## src/rtl/uart_log_pkg.sv

```systemverilog
//==============================================================================
// uart_log_pkg: shared widths, defaults and helpers for the UART log arbiter (rev 1.0)
//==============================================================================
`default_nettype none

package uart_log_pkg;
  localparam int LOG_W            = 16;
  localparam int DROP_W           = 16;
  localparam int DEF_N_REQ        = 4;
  localparam int DEF_STARVE_LIMIT = 8;

  // Sources are capped at 8, so an 8-bit input covers every configuration.
  function automatic logic [3:0] popcount(input logic [7:0] v);
    logic [3:0] n;
    n = '0;
    for (int i = 0; i < 8; i++) begin
      n = n + {3'b000, v[i]};
    end
    return n;
  endfunction
endpackage

`default_nettype wire

```

## src/rtl/rr_arbiter.sv

```systemverilog
//==============================================================================
// rr_arbiter: cyclic first-after-pointer grant over a request vector (rev 1.0)
//==============================================================================
`default_nettype none

module rr_arbiter #(
  parameter int N_REQ = 4,
  parameter int IW    = (N_REQ > 1) ? $clog2(N_REQ) : 1
) (
  input  logic [N_REQ-1:0] req,
  input  logic [IW-1:0]    ptr,
  input  logic             en,
  output logic [N_REQ-1:0] grant,
  output logic [IW-1:0]    grant_idx,
  output logic             any_grant
);

  logic [IW-1:0] idx;

  // Search starts one past the last winner, so the pointer itself has lowest priority.
  always_comb begin
    grant     = '0;
    grant_idx = '0;
    any_grant = 1'b0;
    idx       = '0;
    for (int k = 1; k <= N_REQ; k++) begin
      idx = IW'((int'(ptr) + k) % N_REQ);
      if (en && !any_grant && req[idx]) begin
        grant[idx] = 1'b1;
        grant_idx  = idx;
        any_grant  = 1'b1;
      end
    end
  end

endmodule

`default_nettype wire

```

## src/rtl/uart_log_arbiter.sv

```systemverilog
//==============================================================================
// uart_log_arbiter: per-source holds, round-robin FIFO writes, slotted UART reads (rev 1.0)
//==============================================================================
`default_nettype none

module uart_log_arbiter
  import uart_log_pkg::*;
#(
  parameter int N_REQ        = DEF_N_REQ,
  parameter int STARVE_LIMIT = DEF_STARVE_LIMIT
) (
  input  logic                   clk_48,
  input  logic                   reset,
  input  logic [N_REQ-1:0]       req_strobe,
  input  logic [LOG_W*N_REQ-1:0] req_data,
  output logic [N_REQ-1:0]       req_ready,
  output logic [LOG_W-1:0]       fifo_write_data,
  output logic                   fifo_write_strobe,
  input  logic                   fifo_full,
  input  logic                   fifo_data_available,
  output logic                   fifo_read_strobe,
  input  logic                   uart_txd_ready,
  output logic                   uart_txd_strobe,
  output logic [DROP_W-1:0]      drop_count
);

  localparam int IW = (N_REQ > 1) ? $clog2(N_REQ) : 1;

  logic [N_REQ-1:0] hold_full;
  logic [LOG_W-1:0] hold_data [N_REQ];
  logic [IW-1:0]    ptr;
  logic [7:0]       starve_cnt;

  logic [N_REQ-1:0] grant;
  logic [IW-1:0]    grant_idx;
  logic             any_grant;

  logic             write_elig;
  logic             read_elig;
  logic             force_read;
  logic             do_read;
  logic             do_write;
  logic [N_REQ-1:0] accept;
  logic [N_REQ-1:0] drops;
  logic [7:0]       drops8;
  logic [DROP_W:0]  drop_sum;

  // uart_txd_ready lags the load by a cycle, so our own last strobe blocks the slot.
  always_comb begin
    write_elig = (|hold_full) && !fifo_full;
    read_elig  = fifo_data_available && uart_txd_ready && !uart_txd_strobe;
    force_read = read_elig && (starve_cnt == 8'(STARVE_LIMIT));
    do_read    = read_elig && (!write_elig || force_read);
    do_write   = write_elig && !do_read;
  end

  rr_arbiter #(
    .N_REQ (N_REQ),
    .IW    (IW)
  ) u_rr_arbiter (
    .req       (hold_full),
    .ptr       (ptr),
    .en        (do_write),
    .grant     (grant),
    .grant_idx (grant_idx),
    .any_grant (any_grant)
  );

  // A hold being drained this cycle can take a new word at the same edge.
  always_comb begin
    accept   = req_strobe & (~hold_full | grant);
    drops    = req_strobe & hold_full & ~grant;
    drops8   = '0;
    drops8[N_REQ-1:0] = drops;
    drop_sum = {1'b0, drop_count} + (DROP_W+1)'(popcount(drops8));
  end

  always_ff @(posedge clk_48) begin
    for (int i = 0; i < N_REQ; i++) begin
      if (accept[i]) begin
        hold_data[i] <= req_data[LOG_W*i +: LOG_W];
      end
    end
  end

  always_ff @(posedge clk_48) begin
    if (reset) begin
      hold_full         <= '0;
      ptr               <= IW'(N_REQ - 1);
      starve_cnt        <= '0;
      fifo_write_data   <= '0;
      fifo_write_strobe <= 1'b0;
      fifo_read_strobe  <= 1'b0;
      uart_txd_strobe   <= 1'b0;
      drop_count        <= '0;
    end else begin
      for (int i = 0; i < N_REQ; i++) begin
        if (accept[i]) begin
          hold_full[i] <= 1'b1;
        end else if (grant[i]) begin
          hold_full[i] <= 1'b0;
        end
      end

      fifo_write_strobe <= any_grant;
      if (any_grant) begin
        fifo_write_data <= hold_data[grant_idx];
        ptr             <= grant_idx;
      end

      fifo_read_strobe <= do_read;
      uart_txd_strobe  <= do_read;

      if (do_read) begin
        starve_cnt <= '0;
      end else if (read_elig && do_write) begin
        starve_cnt <= starve_cnt + 8'd1;
      end

      drop_count <= drop_sum[DROP_W] ? {DROP_W{1'b1}} : drop_sum[DROP_W-1:0];
    end
  end

  assign req_ready = ~hold_full;

endmodule

`default_nettype wire

```

## config.mk

```make
export PLATFORM = sky130hd
export DESIGN_NAME = uart_log_arbiter
export DESIGN_NICKNAME = d
export VERILOG_FILES = /design/src/rtl/uart_log_pkg.sv /design/src/rtl/rr_arbiter.sv /design/src/rtl/uart_log_arbiter.sv
export SDC_FILE = /design/constraint.sdc
export NUM_CORES = 1
export LEC_CHECK = 0
export CORE_MARGIN = 8
export CORE_UTILIZATION = 50
export CTS_CLUSTER_SIZE = 28
export DETAILED_ROUTE_END_ITERATION = 12
export PLACE_DENSITY = 0.78
export REMOVE_ABC_BUFFERS = 1
export SYNTH_ARGS = -nofsm -noshare
export SYNTH_HDL_FRONTEND = slang
export SYNTH_SLANG_ARGS = --single-unit
```

## constraint.sdc

```tcl
create_clock -name clk_48 -period 5.5 [get_ports clk_48]
set_input_delay 1.65 -clock clk_48 [delete_from_list [all_inputs] [get_ports clk_48]]
set_output_delay 1.65 -clock clk_48 [all_outputs]
set_load 0.01 [all_outputs]
```

## After elaboration in Yosys (flattened, before gate mapping)

Memory sizes are Yosys's and may differ from the RTL's. A register that Yosys moved wholly into a read port is not among the register bits.
Cells that the tools add are included.

| storage, ports and cells | value |
|---|---|
| register bits | 32 |
| bits in writable memories | 64 |
| bits of input ports | 73 |
| output and inout port bits | 39 |
| word-level logic and storage cells | 114 |
| memories | 1 |

| operators by class | value |
|---|---|
| add/subtract/negate cells | 9 |
| order comparisons | 8 |
| eq/ne operators | 1 |
| muxes and demuxes | 45 |
| bitwise operators | 9 |
| reductions and logical operators | 32 |

Memory list:

| name | words | bits a word | rd ports | clocked after memory_dff | write ports | RTL line | source |
|---|---|---|---|---|---|---|---|
| hold_data | 4 | 16 | 1 | 1 | 4 | uart_log_arbiter.sv:30 | `logic [LOG_W-1:0] hold_data [N_REQ];` |

Operators with widths:

| operator | count |
|---|---|
| 1-bit 2-to-1 mux | 28 |
| 1-bit logical AND | 18 |
| 16-bit by 4-bit adder with 17-bit output | 1 |
| 16-bit 2-to-1 mux | 1 |
| 4-bit 2-to-1 mux | 4 |
| 4-bit bitwise OR | 4 |
| 4-bit bitwise AND | 3 |
| 2-bit by 3-bit less-than comparator with 1-bit output (second input constant) | 4 |
| 8-bit by 1-bit adder with 8-bit output (second input constant) | 1 |
| 1-bit binary-select mux with 2-bit select | 4 |
| 1-bit demux with 2-bit select | 4 |
| 8-bit by 4-bit == test with 1-bit output (second input constant) | 1 |
| 2-bit by 1-bit >= comparator with 1-bit output (second input constant) | 4 |
| 2-bit 2-to-1 mux | 4 |
| 4-bit NOT | 2 |
| 2-bit nonzero test | 4 |
| 1-bit logical NOT | 7 |
| 2-bit by 1-bit adder with 2-bit output (second input constant) | 2 |
| 2-bit adder (second input constant) | 2 |
| 3-bit by 1-bit adder with 4-bit output | 1 |
| 4-bit OR reduction | 1 |
| 2-bit by 1-bit adder with 3-bit output | 1 |
| 1-bit by 1-bit adder with 2-bit output | 1 |
| 2-bit OR reduction | 1 |
| 1-bit logical OR | 1 |

## Longest topological paths before layout

Gate-level depths: netlist of run 1.

| depth | value |
|---|---|
| word-level depth | 28 |
| mapped depth | 21 |
| gate-level depth less buffers | 17 |

## Cells and area by module

From an unflattened synthesis of run 1, not the netlist that was laid out.

| second synthesis, totals | value |
|---|---|
| cells, all modules | 407 |
| area, all modules | 5039.8 um^2 |

By module, submodules not included:

| module | times used | cells each | area an instance (um^2) | sequential area each (um^2) |
|---|---|---|---|---|
| uart_log_arbiter | 1 | 337 | 4485.6 | 2882.8 |
| rr_arbiter | 1 | 70 | 554.3 | 0.0 |

## Least setup slack after synthesis of run 1

OpenSTA, ideal clock, no wires.

| path | value |
|---|---|
| kind | input port to flip-flop |
| from | input port uart_txd_ready |
| to | register drop_count[10] |
| setup time | 0.133 ns |
| arrival time | 5.087 ns |
| required time | 5.367 ns |
| setup slack | 0.280 ns |
| cell stages on the path | 18 |
| buffers on the path | 4 |
| path through | and3b_1 clkbuf_1 nand4_1 nand2_1 clkbuf_1 nand2_1 nand2_1 nand2_1 fa_1 fa_1 inv_1 fa_1 and3_1 clkbuf_1 and2_1 nand3_1 clkbuf_1 a21oi_1 |

| on the way | value |
|---|---|
| cells in the longest elaborated chain, start to end | 28 |
| elaborated cells on any way between the ends | 34 |
| classes of those cells | add/sub: 4; mux: 8; bitwise: 5; reduce/logical: 17 |

Ends and longest elaborated chain:

| item | RTL line | source |
|---|---|---|
| start: declaration | uart_log_arbiter.sv:22 | `input logic uart_txd_ready,` |
| 1-bit logical AND * (2 in series) | uart_log_arbiter.sv:51 | `read_elig = fifo_data_available && uart_txd_ready && !uart_txd_strobe;` |
| 1-bit logical AND | uart_log_arbiter.sv:52 | `force_read = read_elig && (starve_cnt == 8'(STARVE_LIMIT));` |
| 1-bit logical OR | uart_log_arbiter.sv:53 | `do_read = read_elig && (!write_elig \|\| force_read);` |
| 1-bit logical AND * | uart_log_arbiter.sv:53 |  |
| 1-bit logical NOT * | uart_log_arbiter.sv:54 | `do_write = write_elig && !do_read;` |
| 1-bit logical AND * | uart_log_arbiter.sv:54 |  |
| 1-bit logical AND | rr_arbiter.sv:28 | `if (en && !any_grant && req[idx]) begin` |
| 1-bit 2-to-1 mux | rr_arbiter.sv:28 |  |
| [11 not listed] | - |  |
| 4-bit 2-to-1 mux * | rr_arbiter.sv:28 |  |
| 4-bit NOT * | uart_log_arbiter.sv:72 | `drops = req_strobe & hold_full & ~grant;` |
| 4-bit bitwise AND * | uart_log_arbiter.sv:72 |  |
| 1-bit by 1-bit adder with 2-bit output | uart_log_pkg.sv:17 | `n = n + {3'b000, v[i]};` |
| 2-bit by 1-bit adder with 3-bit output | uart_log_pkg.sv:17 |  |
| 3-bit by 1-bit adder with 4-bit output * | uart_log_pkg.sv:17 |  |
| 16-bit by 4-bit adder with 17-bit output * | uart_log_arbiter.sv:75 | `drop_sum = {1'b0, drop_count} + (DROP_W+1)'(popcount(drops8));` |
| 16-bit 2-to-1 mux * | uart_log_arbiter.sv:120 | `drop_count <= drop_sum[DROP_W] ? {DROP_W{1'b1}} : drop_sum[DROP_W-1:0];` |
| end signal: assignment | uart_log_arbiter.sv:120 |  |
| end: declaration | uart_log_arbiter.sv:24 | `output logic [DROP_W-1:0] drop_count` |

Mark *: on every way between the ends. The rest lies on a longest branch, timed or not.
A chain may end at the register's enable or synchronous reset.

## Worst setup path after layout of run 1

| path | value |
|---|---|
| from | input port uart_txd_ready |
| to | register drop_count[5] |

Same word-level chain as after synthesis.

==> results of run 1 <==
## cells in the mapped netlist (all sizes together), types with 2 or more instances
cell type   n
xor2       10
mux2       11
and4b       7
mux4        4
nor2b       2
a311oi      2
clkbuf     11
nand2      27
nor4        7
a211o       3
nand3      19
a41oi       2
fa          3
or2         3
a31oi       5
o21ai      14
buf        15
and3b       2
nor2       23
and3        8
o21bai      7
ha         11
mux2i       9
nor4b       8
inv        17
nor3        4
nand4       4
dfxtp      48
nand2b      2
a22oi       3
xnor2       7
and2        3
a221o       9
nor3b       5
o2111ai     4
a21oi      28
edfxtp     64
a211oi      8
## logic make-up after synthesis
logic type,after synthesis
fa+ha+maj,14
xor+xnor,17
compound gates,90
flops,112
simple gates,126
mux,24
buf+inv,43
## state kept, by name, summed over array words and instances, names as in the netlist
name,count
hold_data,64
drop_count,16
fifo_write_data,16
starve_cnt,8
hold_full,4
ptr,2
fifo_write_strobe,1
uart_txd_strobe,1
## stage by stage
stage / total power, µW / area (µm²) / cells / utilization, %
after floorplan: 1340 / 4970 / 400 / -
after global placement: 1550 / 6300 / 654 / 62.1
after detailed placement: 1570 / 6300 / 654 / 62.1
after CTS: 2050 / 6500 / 670 / 64.1
after global routing: 2130 / 6500 / 670 / 64.1
final: 2030 / 6500 / 670 / 64.1
## area by class of cell
type	instances	area (µm²)	area share (%)
inverters	17	63.8	0.982
repair buffers	118	1160	17.8
clock buffers	11	151	2.33
well taps	136	170	2.62
flip-flops and latches	112	2880	44.4
multi-input cells	271	2020	31.1
clock inverters	5	48.8	0.751
## power breakdown
| group | total, µW | switching [µW] | internal, µW |
|---|---|---|---|
| Combinational | 523 | 272 | 251 |
| Clock | 485 | 288 | 197 |
| Sequential | 1020 | 46.2 | 975 |
| Total | 2030 | 606 | 1420 |
## layer usage
metal	part of all wire [%]	track usage (%)
met4	1.2	6.40
met2	51	31.8
met5	0	0
met3	7.0	6.93
met1	41	21.0
## final timing paths
check,startpoint,endpoint,slack (ns),cells after the start
hold reg to reg,fifo_write_data[7],fifo_write_data[7],0.52,1
setup / recovery,uart_txd_ready,drop_count[5],0.41,15
setup reg to reg,ptr[0],drop_count[5],0.75,16
hold / removal,fifo_write_data[7],fifo_write_data[7],0.52,1
## worst reg2reg max path, stage by stage (launching register included)
cell and delay, ns:
dfxtp_1 0.34, inv_1 0.13, ha_1 0.55, mux4_2 0.40
nor3b_1 0.36, a22oi_1 0.12, o2111ai_1 0.25, nand2_1 0.11
nand2_1 0.10, fa_1 0.43, fa_1 0.37, inv_1 0.10
fa_1 0.22, and3_1 0.27, and2_1 0.23, nand3_1 0.42
a21oi_1 0.30
==> results by group, run 1 <==
Timing
  • Final hold slack: 0.520 ns
  • Final hold vios: 0
  • Worst Skew: ~0.016 ns
  • Final worst slack: 0.409 ns
  • RSZ-0062 raised after global routing: no
  • Max_slew headroom: between 30% and 40%
  • Fin. max-slew vios: 0
  • Fmax: about 0.2 GHz
  • Tmin final: 5.09 ns
  • Endpoints failing setup: 0
  • Slew @ Worst Pin: 0.934 ns
  • Final cycle utilization of the critical path: about 90%
  • Setup tns final: 0 ns

Synth
  • Mux contribution to synthesized area: 6.15%
  • EDFF count, synth: 64
  • #FFs+latches synth: 112
  • Post-synthesis instance total: 426
  • Synth Area in Simple Gates: 14.3%
  • Area share of fa/ha/maj cells after synthesis: approximately 3.9%
  • Post-synthesis compound-gate area fraction: 12.3%
  • Asr flop ratio synth: 0%
  • Post-synth cell types: 60
  • Synthesized area: approximately 5000 µm²
  • Largest family of logic cells by synthesized area: simple AND/OR/NAND/NOR gates
  • Synth area leader: edfxtp_1
  • YS warnings: 0
  • Synth Area in XOR/XNOR: 2.90%
  • Syn Area/Cell: ~12 µm²
  • Ys flop type: edfxtp_1
  • Yosys top cell area share: 37.5%
  • Synth area leaders: edfxtp_1, dfxtp_1, a21oi_1
  • Sequential area share after synthesis: 56.2%

Placement
  • Dpl hpwl: 9.04 mm
  • IO buf count: 111
  • GP Congestion: 0.851
  • Setup WS pre-CTS: around 0.013 ns

Route
  • Avg Vias per Cell: 5.49
  • Vias post-DR: approximately 3.7k
  • Final WL: 12.1 mm
  • DRT iter0 DRCs: 233
  • DRC viols: 0
  • Post-route ant nets: 0
  • Drt wl/cell: 18.0 µm
  • First-pass detailed-route iteration total: 4

Floorplanning
  • # IOs: between 100 and 150
  • Core area: 10100 µm²
  • Site row count: 37
  • Die Ht: 117 µm
  • Die Width: 117 µm
  • Die area: 13800 µm²
  • Starting Density: 50.6%

Final layout
  • Most frequent cells in the layout: clkdlybuf4s50_1, edfxtp_1, dfxtp_1, a21oi_1, nand2_1
  • Layout area overhead: 26.8%
  • N_diodes: 0
  • Most common cell after layout, fill and taps aside: clkdlybuf4s50_1
  • Layout cell share with drive strength beyond 1: 9.55%
  • Post-layout nets: 616
  • Fillers: 779

Clocking
  • Post-CTS setup buffer count: 0
  • H-tree levels: 3
  • Hold_buf cts: 0
  • Post-cts resize count: 0
  • Worst-Skew Late Latency: 0.39 ns
  • CTS Buf Count: 9
  • CTS tree: built
  • Root Driver: clkbuf_8
  • Clock transition at path regs: 0.11 ns
  • CTS Sinks: 112
  • Clock buffer depth: 2

Setup path
  • Worst Path Buf+Inv: 2
  • CP top delay family: simple AND/OR/NAND/NOR gates
  • Critical path, cell by cell: clkdlybuf4s50_1, and3b_1, nand4_1, nand2_1, nand2_1, nand2_1, nand2_1, fa_1, fa_1, inv_1, fa_1, and3_1, and2_1, nand3_1, a21oi_1
  • CP required: 5.82 ns
  • Crit-path max cell delay: 0.47 ns
  • Slowest CP cell: fa_1
  • Setup crit end kind: flip-flop
  • WS Path Type: in -> reg
  • Worst Path Max Fanout: 14
  • Element type at the critical path start: input port
  • Critical path arrival: 5.41 ns
  • Most used cell, CP: nand2_1

Outcome
  • Status: finished, final reports clean

Power and ir drop
  • LEAKAGE: 0.00234 µW
  • Pwr dens: 312 nW/µm²
  • VDD IR max: 0.217 mV

Global routing
  • Largest net degree at the start of global routing: 29
  • Global-route wire length before repair: 19.3 mm
  • Aggregate global-route resource usage: 18.6%
  • Initial antenna violation count: 0
  • Gr ovfl total: 0
  • Vias in the first global route: between 3k and 4k

Flow run
  • Max-cap violation count: 0

Worst hold path
  • Worst Hold Class: reg -> reg
No activity file was read; power rests on OpenSTA's default activity.
==> run 2, diff against run 1 <==
--- a/config.mk
+++ b/config.mk
@@ -5,12 +5,14 @@
 export SDC_FILE = /design/constraint.sdc
 export NUM_CORES = 1
 export LEC_CHECK = 0
+export CAP_MARGIN = 30
 export CORE_MARGIN = 8
 export CORE_UTILIZATION = 50
 export CTS_CLUSTER_SIZE = 28
 export DETAILED_ROUTE_END_ITERATION = 12
 export PLACE_DENSITY = 0.78
 export REMOVE_ABC_BUFFERS = 1
+export SLEW_MARGIN = 20
 export SYNTH_ARGS = -nofsm -noshare
 export SYNTH_HDL_FRONTEND = slang
 export SYNTH_SLANG_ARGS = --single-unit
==> run 2 against run 1 <==
  * Clock-buffer cell count is the same
  * Clock power is essentially flat
  * Hold slack is essentially flat
  * Maximum frequency is essentially flat
  * Clock skew shrank 0.0011 ns
  * Sequential share of layout area is essentially flat
  * Via count grew 1.1%
  * Wire length grew 0.47%
  * Setup slack lost 0.0018 ns
  * Core utilization is essentially flat
  * Flip-flop and latch count is the same
==> results by group, run 2 (synthesis gave the netlist of run 1 again) <==
Setup path
  • Worst R2R End: drop_count[5]
  • Worst Path Buf+Inv: 2
  • Worst R2R Start: ptr[0]
  • Worst Path Max Fanout: 14
  • Setup crit end kind: flip-flop
  • CP required: 5.82 ns
  • Critical path, cell by cell: clkdlybuf4s50_1, and3b_1, nand4_1, nand2_1, nand2_1, nand2_1, nand2_1, fa_1, fa_1, inv_1, fa_1, and3_1, and2_1, nand3_1, a21oi_1
  • Most used cell, CP: nand2_1
  • Critical path arrival: 5.41 ns
  • Critical Path Start: uart_txd_ready
  • CP top delay family: simple AND/OR/NAND/NOR gates
  • Crit-path max cell delay: 0.47 ns
  • WS Path Type: in -> reg
  • R2r setup slk: 0.72 ns
  • Slowest CP cell: fa_1
  • Element type at the critical path start: input port
  • Worst Reg2Reg Path Length in Cells: 16

Global routing
  • Gr ovfl total: 0
  • Initial antenna violation count: 0
  • Aggregate global-route resource usage: 18.6%
  • Largest net degree at the start of global routing: 29
  • Vias in the first global route: 3892
  • Global-route wire length before repair: around 19 mm

Floorplanning
  • Die Width: about 120 µm
  • Site row count: 37
  • Core area: 10100 µm²
  • Die Ht: 117 µm
  • # IOs: about 110
  • Starting Density: roughly half
  • Die area: 13800 µm²

Route
  • Post-route ant nets: 0
  • Avg Vias per Cell: 5.54
  • Vias post-DR: 3716
  • DRC viols: 0
  • First-pass detailed-route iteration total: 5
  • DRT iter0 DRCs: roughly 220
  • Drt wl/cell: between 15 and 20 µm
  • Final WL: 12.1 mm

Power and ir drop
  • Sw Ratio: 29.9%
  • Psw: 609 µW
  • Internal: 1420 µW
  • Clock Power Share: 23.9%
  • Pwr dens: 312 nW/µm²
  • Reg power frac: 50.2%
  • Logic pwr share: 25.8%
  • LEAKAGE: 0.00235 µW
  • VDD IR max: around 0.22 mV

Clocking
  • Worst-Skew Late Latency: 0.39 ns
  • Post-CTS setup buffer count: 0
  • CTS Sinks: 112
  • Clock transition at path regs: 0.11 ns
  • Root Driver: clkbuf_8
  • Clock buffer depth: 2
  • CTS tree: built
  • Hold_buf cts: 0
  • H-tree levels: 3
  • CTS Buf Count: 9
  • Post-cts resize count: 0

Worst hold path
  • WHS Endpoint: fifo_write_data[7]
  • Hold Path Origin: fifo_write_data[7]
  • WHS Path Cells: 1
  • Worst Hold Class: reg -> reg

Placement
  • Dpl hpwl: 9.04 mm
  • DP Cell Count: 654
  • IO buf count: ~110
  • GP Congestion: 0.851

Timing
  • Final cycle utilization of the critical path: 92.6%
  • Fin. max-slew vios: 0
  • Endpoints failing setup: 0
  • Setup tns final: 0 ns
  • RSZ-0062 raised after global routing: no
  • Tmin final: 5.09 ns
  • Final hold vios: 0
  • Slew @ Worst Pin: 0.884 ns
  • Worst Skew: 0.0147 ns
  • Final hold slack: 0.520 ns
  • Fmax: 0.196 GHz
  • Max_slew headroom: 41.0%

Final layout
  • Layout area overhead: 26.9%
  • Largest reg by FF count: hold_data
  • Most frequent cells in the layout: clkdlybuf4s50_1, edfxtp_1, dfxtp_1, a21oi_1, nand2_1
  • Most common cell after layout, fill and taps aside: clkdlybuf4s50_1
  • Post-layout nets: 617
  • Largest regs: hold_data: 64 flops, drop_count: 16 flops, fifo_write_data: 16 flops
  • Layout cell share with drive strength beyond 1: 9.72%
  • Max reg flops: 64
  • N_diodes: 0
  • Finished Layout Cells: 671

Outcome
  • Status: finished, final reports clean

Flow run
  • Max-cap violation count: 0
==> run 2: cell count changes in the layout (fill, tap and decap cells not counted), sizes merged <==
cell,delta
clkbuf,+1
==> run 2: cell type report <==
| type | instances | area, µm² |
|---|---|---|
| Sequential cell | 112 | 2880 |
| Clock inverter | 5 | 48.8 |
| Clock buffer | 11 | 151 |
| Timing Repair Buffer | 119 | 1160 |
| Multi-Input combinational cell | 271 | 2020 |
| Tap cell | 136 | 170 |
| Fill cell | 780 | 3630 |
| Inverter | 17 | 63.8 |
==> run 2: power by group through the flow <==
stage	clock network [µW]	logic, µW	registers [µW]
2_1_floorplan	0	289	1050
3_3_place_gp	0	511	1040
3_5_place_dp	0	529	1040
4_1_cts	500	530	1020
5_1_grt	529	576	1030
6_report	486	525	1020
==> run 2: worst register-to-register path: cells and delay by family (launching register included) <==
family | cells | cell delay [ns]
mux | 1 | 0.40
fa+ha+maj | 4 | 1.56
compound gates | 3 | 0.67
buf+inv | 2 | 0.24
flops | 1 | 0.34
simple gates | 6 | 1.51
==> run 2: layer usage <==
layer  vias up  GRT usage [%]  part of all wire, %
li1       1802              -                    -
met1      1776           21.0                   40
met2       127           31.8                   50
met3        11           6.93                  8.2
met4         0           6.40                  1.1
met5         -              0                    0
==> run 2: worst max-delay path by stage <==
| stage | to | slack (ns) | cells after the start |
|---|---|---|---|
| final | drop_count[5] | 0.41 | 15 |
| after detailed placement | drop_count[5] | 0.01 | 15 |
| after global routing | drop_count[2] | 0.15 | 15 |
| after floorplan | drop_count[0] | 0.48 | 14 |
| after global placement | drop_count[0] | 0.15 | 15 |
| after CTS | drop_count[5] | 0.43 | 15 |
==> run 2: stage by stage <==
stage,setup WS (ns),power [µW],cell area [µm²],util (%)
2_1_floorplan,0.475,1340,4970,-
3_3_place_gp,0.153,1550,6300,62.1
3_5_place_dp,0.0134,1570,6300,62.1
4_1_cts,0.428,2050,6500,64.1
5_1_grt,0.148,2140,6500,64.2
6_report,0.407,2030,6500,64.2
==> run 3, diff against run 2 <==
--- a/config.mk
+++ b/config.mk
@@ -8,6 +8,7 @@
 export CAP_MARGIN = 30
 export CORE_MARGIN = 8
 export CORE_UTILIZATION = 50
+export CTS_BUF_LIST = sky130_fd_sc_hd__clkbuf_8 sky130_fd_sc_hd__clkbuf_16
 export CTS_CLUSTER_SIZE = 28
 export DETAILED_ROUTE_END_ITERATION = 12
 export PLACE_DENSITY = 0.78
==> results of run 3 <==
Final layout, timing and power as in run 2 (identical DEF).
